<file path="config.mk">
export PLATFORM = sky130hd
export DESIGN_NAME = meas_averager
export DESIGN_NICKNAME = d
export VERILOG_FILES = /design/src/rtl/meas_averager.sv
export SDC_FILE = /design/constraint.sdc
export NUM_CORES = 1
export LEC_CHECK = 0
export CORE_UTILIZATION = 60
export DETAILED_ROUTE_END_ITERATION = 12
export PLACE_DENSITY = 0.87
export SYNTH_ARGS = -nofsm -noshare
export SYNTH_HDL_FRONTEND = slang
export SYNTH_SLANG_ARGS = --single-unit
</file>
<file path="constraint.sdc">
create_clock -name clk -period 7.3 [get_ports clk]
set_clock_uncertainty 0.2 [all_clocks]
set_input_delay 1.46 -clock clk [delete_from_list [all_inputs] [get_ports clk]]
set_output_delay 1.46 -clock clk [all_outputs]
set_load 0.01 [all_outputs]
</file>
<file path="src/rtl/meas_averager.sv">
// meas_averager: settles, accumulates 2^L filter samples per channel and publishes sums and averages
module meas_averager #(
  parameter int sig_width    = 12,
  parameter int max_log2_avg = 10,
  localparam int acc_width   = sig_width + max_log2_avg,
  localparam int la_w        = $clog2(max_log2_avg + 1)
) (
  input  logic                 clk,
  input  logic                 rst,
  input  logic                 start,
  input  logic                 abort,
  input  logic [la_w-1:0]      log2_avg,
  input  logic [7:0]           settle,
  input  logic                 filt_done,
  input  logic [sig_width-1:0] filt_in_a,
  input  logic [sig_width-1:0] filt_in_b,
  output logic                 busy,
  output logic                 res_valid,
  input  logic                 res_ack,
  output logic [acc_width-1:0] sum_a,
  output logic [acc_width-1:0] sum_b,
  output logic [sig_width-1:0] avg_a,
  output logic [sig_width-1:0] avg_b,
  output logic                 overrun
);
  localparam int cw = max_log2_avg + 1;
  typedef enum logic [1:0] {IDLE, SETTLE, ACC, FINISH} state_t;
  state_t state, state_n;
  logic [la_w-1:0]      l_q, l_in;
  logic [7:0]           settle_cnt;
  logic [cw-1:0]        cnt, target;
  logic [acc_width-1:0] acc_a, acc_b;
  logic                 last;
  assign l_in   = (log2_avg > la_w'(max_log2_avg)) ? la_w'(max_log2_avg) : log2_avg;
  assign target = (cw'(1) << l_q) - cw'(1);
  assign last   = cnt == target;
  assign busy   = state != IDLE;
  // state register
  always_ff @(posedge clk)
    state <= rst ? IDLE : state_n;
  // next-state logic; abort always returns to IDLE
  always_comb begin
    state_n = state;
    unique case (state)
      IDLE:    state_n = start ? ((settle != 8'd0) ? SETTLE : ACC) : IDLE;
      SETTLE:  state_n = (filt_done && settle_cnt == 8'd1) ? ACC : SETTLE;
      ACC:     state_n = (filt_done && last) ? FINISH : ACC;
      FINISH:  state_n = IDLE;
      default: state_n = IDLE;
    endcase
    if (abort) state_n = IDLE;
  end
  // datapath: latch parameters, settle countdown, accumulate, commit results
  always_ff @(posedge clk) begin
    if (rst) begin
      l_q        <= '0;
      settle_cnt <= '0;
      cnt        <= '0;
      acc_a      <= '0;
      acc_b      <= '0;
      sum_a      <= '0;
      sum_b      <= '0;
      avg_a      <= '0;
      avg_b      <= '0;
      res_valid  <= 1'b0;
      overrun    <= 1'b0;
    end else begin
      if (abort) begin
        settle_cnt <= '0;
        cnt        <= '0;
        acc_a      <= '0;
        acc_b      <= '0;
      end else if (state == IDLE && start) begin
        l_q        <= l_in;
        settle_cnt <= settle;
        cnt        <= '0;
        acc_a      <= '0;
        acc_b      <= '0;
      end else if (state == SETTLE && filt_done) begin
        settle_cnt <= settle_cnt - 8'd1;
      end else if (state == ACC && filt_done) begin
        acc_a <= acc_a + acc_width'(filt_in_a);
        acc_b <= acc_b + acc_width'(filt_in_b);
        cnt   <= cnt + cw'(1);
      end
      if (state == FINISH) begin
        sum_a     <= acc_a;
        sum_b     <= acc_b;
        avg_a     <= sig_width'(acc_a >> l_q);
        avg_b     <= sig_width'(acc_b >> l_q);
        res_valid <= 1'b1;
      end else if (res_ack) begin
        res_valid <= 1'b0;
      end
      overrun <= abort ? 1'b0 : (state == FINISH && res_valid && !res_ack) ? 1'b1 : overrun;
    end
  end
endmodule

</file>
==> flow_summary.ini <==
[route]
num_vias = 8052
routed_wl_um = 22400
ant_nets = 0
drt_iter0_drc = 889
drc_errors = 0
wl_per_cell_um = 17.6
avgViaCountPerCell = 6.33
first_pass_iters = 6

[clock_network]
cts_resized = 0
root_buffer = clkbuf_16
clkLatencyLatePin_ns = 0.43
cts-htree-levels = 4
cts.sinks = 139
cts_setup_buffers = 0
clock_path_buffers = 2
cts_hold_buffers = 0
cts_tree = built
numCtsBuffers = 17
clk_pin_slew_worst_paths_ns = 0.06

[logic_synthesis]
synth_area_leader_cell = dfxtp_1
syn_inst = 1009
netlist_area_um2 = 8370
syn_avg_cell_area_um2 = 8.29
synth_top_area_share_pct = 33.3
synth_nets = 1081
yosys_register_bits = 139
yosys_warnings = 0
ys_types = 72
yosysSeqAreaShare_pct = 33.3
synthMostInstantiatedCell = nand2_1
synth_edf_count = 0
synth.area.top_cells = dfxtp_1 (33%), nand2_1 (7.9%), a21oi_1 (7.0%)
synthTopCellsByCount = nand2_1 (176), dfxtp_1 (139), a21oi_1 (117)
async_reset_ff_share_pct = 0
ys.flop_type = dfxtp_1

[sta]
hold_ws_ns = 0.253
max_freq_ghz = 0.265
finalHoldViolCount = 0
worst_pin_slew_ns = 0.870
finalSetupViolCount = 0
setup_slack_ns = 3.53
rsz0062_at_grt = false
min_period_ns = 3.77
setup-tns-final_ns = 0
final.period_utilization_pct = 51.7
maxSlewHeadroom_pct = 40.5
slew_violations = 0

[global_routing]
grt_max_degree = 67
antenna_found_initial = 0
grt_pass1_vias = 7423
grt.overflow.total = 0
grt_usage_pct = 31.7
grt_pass1_wl_um = 36200

[power_and_ir_drop]
p_sw_mw = 0.420
p_leak_nw = 3.61
comb_power_share_pct = 7.6
p_seq_share_pct = 40.6
clkPwrFrac_pct = 51.8
p_total_mw = 1.88
ir_drop_mv = 0.175
p_per_area_nw_per_um2 = 185
switching_share_pct = 22.3
intPower_mw = 1.46

[setup_path]
startpoint_type = input port
critPathMaxStageDelay_ns = 0.47
worstPathCellList = clkdlybuf4s50_1 -> ha_1 -> inv_1 -> fa_1 -> nor2b_1 -> o31a_1 -> o2111ai_1 -> a211oi_1 -> xnor2_1 -> nor2_1
path_max_fanout = 5
crit_path_start = filt_in_a[0]
crit_slowest_cell = clkdlybuf4s50_1
critical_path_class = input port to flip-flop
worst-path-buf-inv = 2
r2r_start = l_q[0]
critPathCaptureType = flip-flop
required_ns = 7.41
ff2ff_setup_slack_ns = 3.87
cp_data_arrival_time_ns = 3.89
cp_top_family = compound AO/OA/AOI/OAI gates

[min_path]
hp-class = flip-flop to flip-flop
hold_path.startpoint = sum_b[10]

[floorplanning]
dieArea_um2 = 14400
rows = 42
die_h_um = 120
core_area_um2 = 13400
ios = 113
die_w_um = 120
start_util_pct = 62.4

[placement]
gp_congestion = 0.909
hpwlAfterDp_um = 15000
numPortBuffers = 112
pre_cts_ws_ns = 3.15

[flow_run]
maxCapViolations = 0

[status]
status = complete, no violations

[finish]
seq_area_um2 = 2790
multiInputGateArea_um2 = 5210
final_core_util_pct = 75.8
nets = 1156
syn2layout_area_growth_pct = 21.5
drive_above_1_share_pct = 7.11
diodes = 0
n_fill_cell = 963
[registers in the layout, summed over array words and instances, names as in the netlist]
register / count
acc_a: 22
acc_b: 22
avg_a: 12
avg_b: 12
cnt: 11
l_q: 4
overrun: 1
res_valid: 1
settle_cnt: 8
state: 2
sum_a: 22
sum_b: 22
[worst min-delay path, stage by stage (launching register included)]
cell	delay, ns
dfxtp_1	0.30
nand2_1	0.05
a21oi_1	0.05
[stage by stage]
stage | instance area [um^2] | std cells
after floorplan | 8370 | 1009
after global placement | 9490 | 1241
after detailed placement | 9490 | 1241
after CTS | 10200 | 1273
after global routing | 10200 | 1273
final | 10200 | 1273
[cell usage in the layout, fill, tap and decap left out, drive strengths merged, types with 7 or more instances in the layout]
cell type / n
a221oi: 9
buf: 13
clkbuf: 21
ha: 28
clkdlybuf4s50: 111
mux2i: 32
mux4: 29
nand3: 21
nor3: 19
nand4: 7
a21oi: 117
mux2: 9
dfxtp: 139
nand2: 176
xor2: 15
and3: 13
a211oi: 18
nor2b: 9
o21ai: 54
nor2: 92
o211ai: 8
xnor2: 23
inv: 17
and2: 7
[cell families after synthesis]
kind of cell | Yosys count | share of synthesized area (%)
adders and majority gates | 30 | 4.67
buffers and inverters | 87 | 4.52
DFF | 139 | 33.3
AOI/OAI and AO/OA | 269 | 19.9
and+or+nand+nor | 376 | 19.9
xor gates and xnor gates | 38 | 3.98
muxes | 70 | 13.8
[cell type report]
class / instances / share of cell area [%]
tap: 176 / 2.17
timing repair buffer: 124 / 11.9
inverter: 19 / 0.702
clock buffer: 21 / 4.73
multi-input combinational: 783 / 51.3
clock inverter: 11 / 1.86
sequential: 139 / 27.4
[layer usage]
metal | share of wire [%] | vias up | wire length [um] | GRT usage, %
met5 | 0 | - | 0 | 0
met4 | 2.6 | 0 | 584 | 14.1
met3 | 7.9 | 60 | 1770 | 7.27
met2 | 48 | 408 | 10700 | 51.9
met1 | 42 | 3771 | 9370 | 39.5
li1 | - | 3813 | - | -
[power groups by stage]
stage / combinational, mW / sequential (mW) / clock [mW]
after floorplan: 0.0954 / 0.781 / 0
after global placement: 0.136 / 0.781 / 0
after detailed placement: 0.138 / 0.781 / 0
after CTS: 0.140 / 0.765 / 0.981
after global routing: 0.153 / 0.765 / 1.02
final: 0.143 / 0.765 / 0.975
[final timing paths]
| path | cells past startpoint | to |
|---|---|---|
| min | 2 | sum_b[10] |
| max reg2reg | 9 | state[0] |
| min reg2reg | 2 | sum_b[10] |
| max | 10 | acc_a[12] |
Power figures use the tool's default switching activity.
==> edit 1, RTL diff (config.mk and constraints unchanged) <==
Set the parameter `max_log2_avg` to 11 (it was 10).
--- a/src/rtl/meas_averager.sv
+++ b/src/rtl/meas_averager.sv
@@ -1,7 +1,7 @@
 // meas_averager: settles, accumulates 2^L filter samples per channel and publishes sums and averages
 module meas_averager #(
   parameter int sig_width    = 12,
-  parameter int max_log2_avg = 10,
+  parameter int max_log2_avg = 11,
   localparam int acc_width   = sig_width + max_log2_avg,
   localparam int la_w        = $clog2(max_log2_avg + 1)
 ) (
Interface: changed (resized sum_a and sum_b); port bits go from 113 to 115. No check against the original RTL was run, so the function may have changed too.
==> edit 1 against the unedited design <==
  * Routed wire length about the same
  * Worst setup slack got worse by 0.17 ns
  * Sequential share of layout area increased by 0.95 points
  * Power decreased by 0.26%
  * Global-route usage about the same
  * Synthesized area increased by 0.79%
  * Count of clock-buffer cells in the layout increased by 2
  * Die area increased by 0.78%
  * Maximum frequency decreased by 4.3%
  * Final area increased by 0.12%
  * Sequential cell count increased by 5
  * Critical path type unchanged
==> edit 1: results (changes against the unedited design) <==
| Metric | Value |
|---|---|
| Status | `finished, final reports clean` |
| HP Start | `avg_b[9]` |
| Worst Setup SP | `filt_in_b[0]` |
| Sequential area share after synthesis | `34.2% (+0.93 points)` |
| Synth Net Count | `1,156 (+6.9%)` |
| Largest net degree at the start of global routing | `78 (+16%)` |
| Worst slack at placement | `3.05 ns (-0.0987 ns)` |
| Crit-path leading delay family | `simple AND/OR/NAND/NOR gates` |
| Crit path to | `acc_b[14]` |
| Final WL | `22,400 µm (about the same)` |
| Worst-Margin Slew | `0.901 ns (+0.0314 ns)` |
| Tot GR Track Use | `31.6% (about the same)` |
| Ranking of synthesized cells by area | `dfxtp_1 (34%), nand2_1 (9.2%), a21oi_1 (8.4%), nor2_1 (4.9%), mux2i_1 (4.3%)` |
| Worst hold slack | `0.249 ns (-0.00369 ns)` |
| Critical Path AT | `4.07 ns (+0.18 ns)` |
| TritonRoute pass-1 iters | `5 (-1)` |
| Share of layout cells above drive strength 1 | `6.84% (-0.27 points)` |
| Max Fanout on Critical Path | `11 (+6)` |
| Drt first-iter violations | `819 (-7.9%)` |
| DP HPWL | `14,700 µm (-2.2%)` |
| Hold Path End | `avg_b[9]` |
| Slowest stage delay, CP | `0.50 ns (+0.03 ns)` |
| GP Congestion | `0.907 (-0.26%)` |
| Crit path max-delay cell type | `or4_1` |
| Slack of the worst reg-to-reg path | `3.91 ns (+0.04 ns)` |
| Via count of the first global-routing pass | `7,568 (+2.0%)` |
| Maximum VDD drop | `0.167 mV (-4.3%)` |
| Cell variety after synth | `61 (-15%)` |
[edit 1: changes by cell type in the layout (fill, tap and decap cells not counted), moves of 6 or more]
cell / change
mux4_1: -21
o211ai_1: +6
xor2_1: +6
a21oi_1: +25
nor2_1: +19
nand2_1: +31
o21ai_0: -6
mux4_2: +6
[edit 1: layout make-up]
class	instances	area, µm²	area share, %
Inverter	21	78.8	0.775
Tap cell	176	220	2.16
Multi-Input combinational cell	849	5160	50.7
Sequential cell	144	2890	28.4
Clock buffer	23	498	4.89
Clock inverter	9	129	1.27
Timing Repair Buffer	123	1200	11.8
[edit 1: cells by family (layout without fill, tap and decap cells)]
| group | Yosys count | count (layout) | synth area share [%] |
|---|---|---|---|
| adders and majority gates | 30 | 30 | 4.63 |
| and+or+nand+nor | 429 | 429 | 22.1 |
| AOI/OAI and AO/OA | 288 | 288 | 20.6 |
| buffers and inverters | 91 | 176 | 4.67 |
| DFF | 144 | 144 | 34.2 |
| muxes | 63 | 63 | 9.75 |
| xor gates and xnor gates | 39 | 39 | 4.05 |
[edit 1: power by group through the flow]
stage,Combinational [mW],Sequential (mW),Clock [mW]
finish,0.164,0.792,0.922
global route,0.179,0.792,0.955
CTS,0.162,0.792,0.921
detailed placement,0.161,0.809,0
global placement,0.158,0.809,0
floorplan,0.116,0.809,0
[edit 1: per-layer routing]
layer  routed length [µm]  global-route usage (%)  part of all wire (%)
met2                10300                    50.3                    46
met4                  445                    12.3                   2.0
met5                    0                       0                     0
met1                 9970                    43.1                    44
met3                 1700                    4.95                   7.6
[edit 1: per-stage QoR]
step,area [µm²],utilization [%],cells
3_3_place_gp,9550,71.0,1313
4_1_cts,10200,75.6,1345
6_report,10200,75.6,1345
2_1_floorplan,8430,-,1084
5_1_grt,10200,75.6,1345
3_5_place_dp,9550,71.0,1313
==> edit 2, RTL diff (same settings) <==
Without the edit above. Make the reset (`rst`) asynchronous in one clocked block.
--- a/src/rtl/meas_averager.sv
+++ b/src/rtl/meas_averager.sv
@@ -51,7 +51,7 @@
     if (abort) state_n = IDLE;
   end
   // datapath: latch parameters, settle countdown, accumulate, commit results
-  always_ff @(posedge clk) begin
+  always_ff @(posedge clk or posedge rst) begin
     if (rst) begin
       l_q        <= '0;
       settle_cnt <= '0;
Behaviour: differs if rst is asserted again (counterexample within 4 cycles, from zero or initial values and one cycle with rst high); with rst held inactive, the same outputs for 4 cycles.
==> edit 2 against the unedited design <==
  * Routed wire length is 0.83% higher
  * Sequential cell count stayed put
  * Synthesized area is 6.5% higher
  * Synthesized cell count is 1.5% higher
  * Power is 6.1% higher
  * Worst setup slack worse by 0.098 ns
  * Cell count is 1.8% higher
  * Final area is 5.2% higher
  * Critical endpoint is now acc_a[11]
  * Highest routed layer unchanged
==> edit 2: results (changes against the unedited design) <==
| Metric | Value |
|---|---|
| Worst slack at placement | `3.01 ns (-0.138 ns)` |
| Root Driver | `clkbuf_16` |
| Cell variety after synth | `67 (-6.9%)` |
| Async S/R FF share, synth | `98.6% (+99 points)` |
| Via count of the first global-routing pass | `7,223 (-2.7%)` |
| Hold Path End | `avg_a[7]` |
| Synth Net Count | `1,096 (+1.4%)` |
| Crit-path leading delay family | `buffers and inverters` |
| Worst min path class | `register to register` |
| Critical Path AT | `3.99 ns (+0.10 ns)` |
| Compound-cell area share of the yosys netlist | `16.8% (-3.1 points)` |
| GRT met3 Usage | `7.19% (-0.083 points)` |
| Drt first-iter violations | `995 (+12%)` |
| Drt via density | `6.23 (-1.4%)` |
| Multiplexer area fraction after synthesis | `10.9% (-2.9 points)` |
| FILL cells | `1,047 (+8.7%)` |
| CP required | `7.42 ns (about the same)` |
| Worst hold slack | `0.274 ns (+0.0212 ns)` |
| Crit path to | `acc_a[11]` |
| Sequential area share after synthesis | `38.9% (+5.7 points)` |
| Layout Cells excl Fill | `1,296 (+1.8%)` |
| Worst Setup SP | `abort` |
| Max Fanout on Critical Path | `31 (+26)` |
| Maximum VDD drop | `0.185 mV (+5.7%)` |
| Reg2Reg Depth | `10 (+1)` |
| Ranking of synthesized cells by area | `dfrtp_1 (38%), nand2_1 (9.7%), mux2i_1 (7.3%), ha_1 (3.9%), a21oi_1 (3.6%)` |
| TritonRoute pass-1 iters | `5 (-1)` |
| Synth Area in Adders | `4.38% (-0.29 points)` |
| Nets | `1,171 (+1.3%)` |
| Met2 routed WL | `10,200 µm (-4.6%)` |
| Total placed instance area | `10,000 µm² (+5.9%)` |
| Final WL | `22,600 µm (+0.83%)` |
| Slowest stage delay, CP | `0.83 ns (+0.36 ns)` |
| Int Pwr | `1.48 mW (+0.84%)` |
| GR Util met1 | `44.5% (+5.0 points)` |
| WL met3 | `1790 µm (+0.96%)` |
| XOR/XNOR Fraction of Synth Area | `4.13% (+0.15 points)` |
| LEAKAGE | `4.78 nW (+32%)` |
| Largest net degree at the start of global routing | `90 (+34%)` |
| Status | `finished, final reports clean` |
| First-pass GRT wire length | `36,400 µm (+0.51%)` |
| Tot GR Track Use | `30.9% (-0.72 points)` |
| DP HPWL | `15,100 µm (+0.72%)` |
| Worst r2r src | `l_q[0]` |
| Post-synth top cells | `nand2_1 (230), dfrtp_1 (137), nor2_1 (76)` |
| Synthesized area per cell | `8.70 µm² (+4.9%)` |
| Met2 usage | `46.0% (-5.9 points)` |
| HP Start | `avg_a[7]` |
| Worst-Margin Slew | `0.890 ns (+0.0203 ns)` |
| GP Congestion | `0.926 (+1.8%)` |
| Slack of the worst reg-to-reg path | `4.08 ns (+0.21 ns)` |
| M1 WL | `10,200 µm (+8.6%)` |
-- edit 2: changes by cell type after synthesis, moves of 20 or more --
cell and delta:
dfrtp_1 +137, dfxtp_1 -137, mux4_1 -20, mux2i_1 +33, nand2_1 +54, a21oi_1 -53
-- edit 2: power by group through the flow --
stage | clock (mW) | combinational (mW) | sequential, mW
CTS | 0.939 | 0.272 | 0.785
global route | 0.977 | 0.299 | 0.785
global placement | 0 | 0.264 | 0.798
floorplan | 0 | 0.209 | 0.798
detailed placement | 0 | 0.270 | 0.798
finish | 0.937 | 0.275 | 0.785
-- edit 2: cell type report --
cell class	count	area [µm²]	share of cell area, %
multi-input cells	804	5080	47.6
inverters	14	57.6	0.538
clock inverters	13	190	1.78
well taps	184	230	2.15
flip-flops and latches	139	3470	32.5
repair buffers	123	1200	11.3
clock buffers	19	453	4.24
-- edit 2: tightest hold or removal path, delay by kind of cell, from the launching register on --
family        cells  cell delay (ns)
flops             1             0.34
simple gates      2             0.10
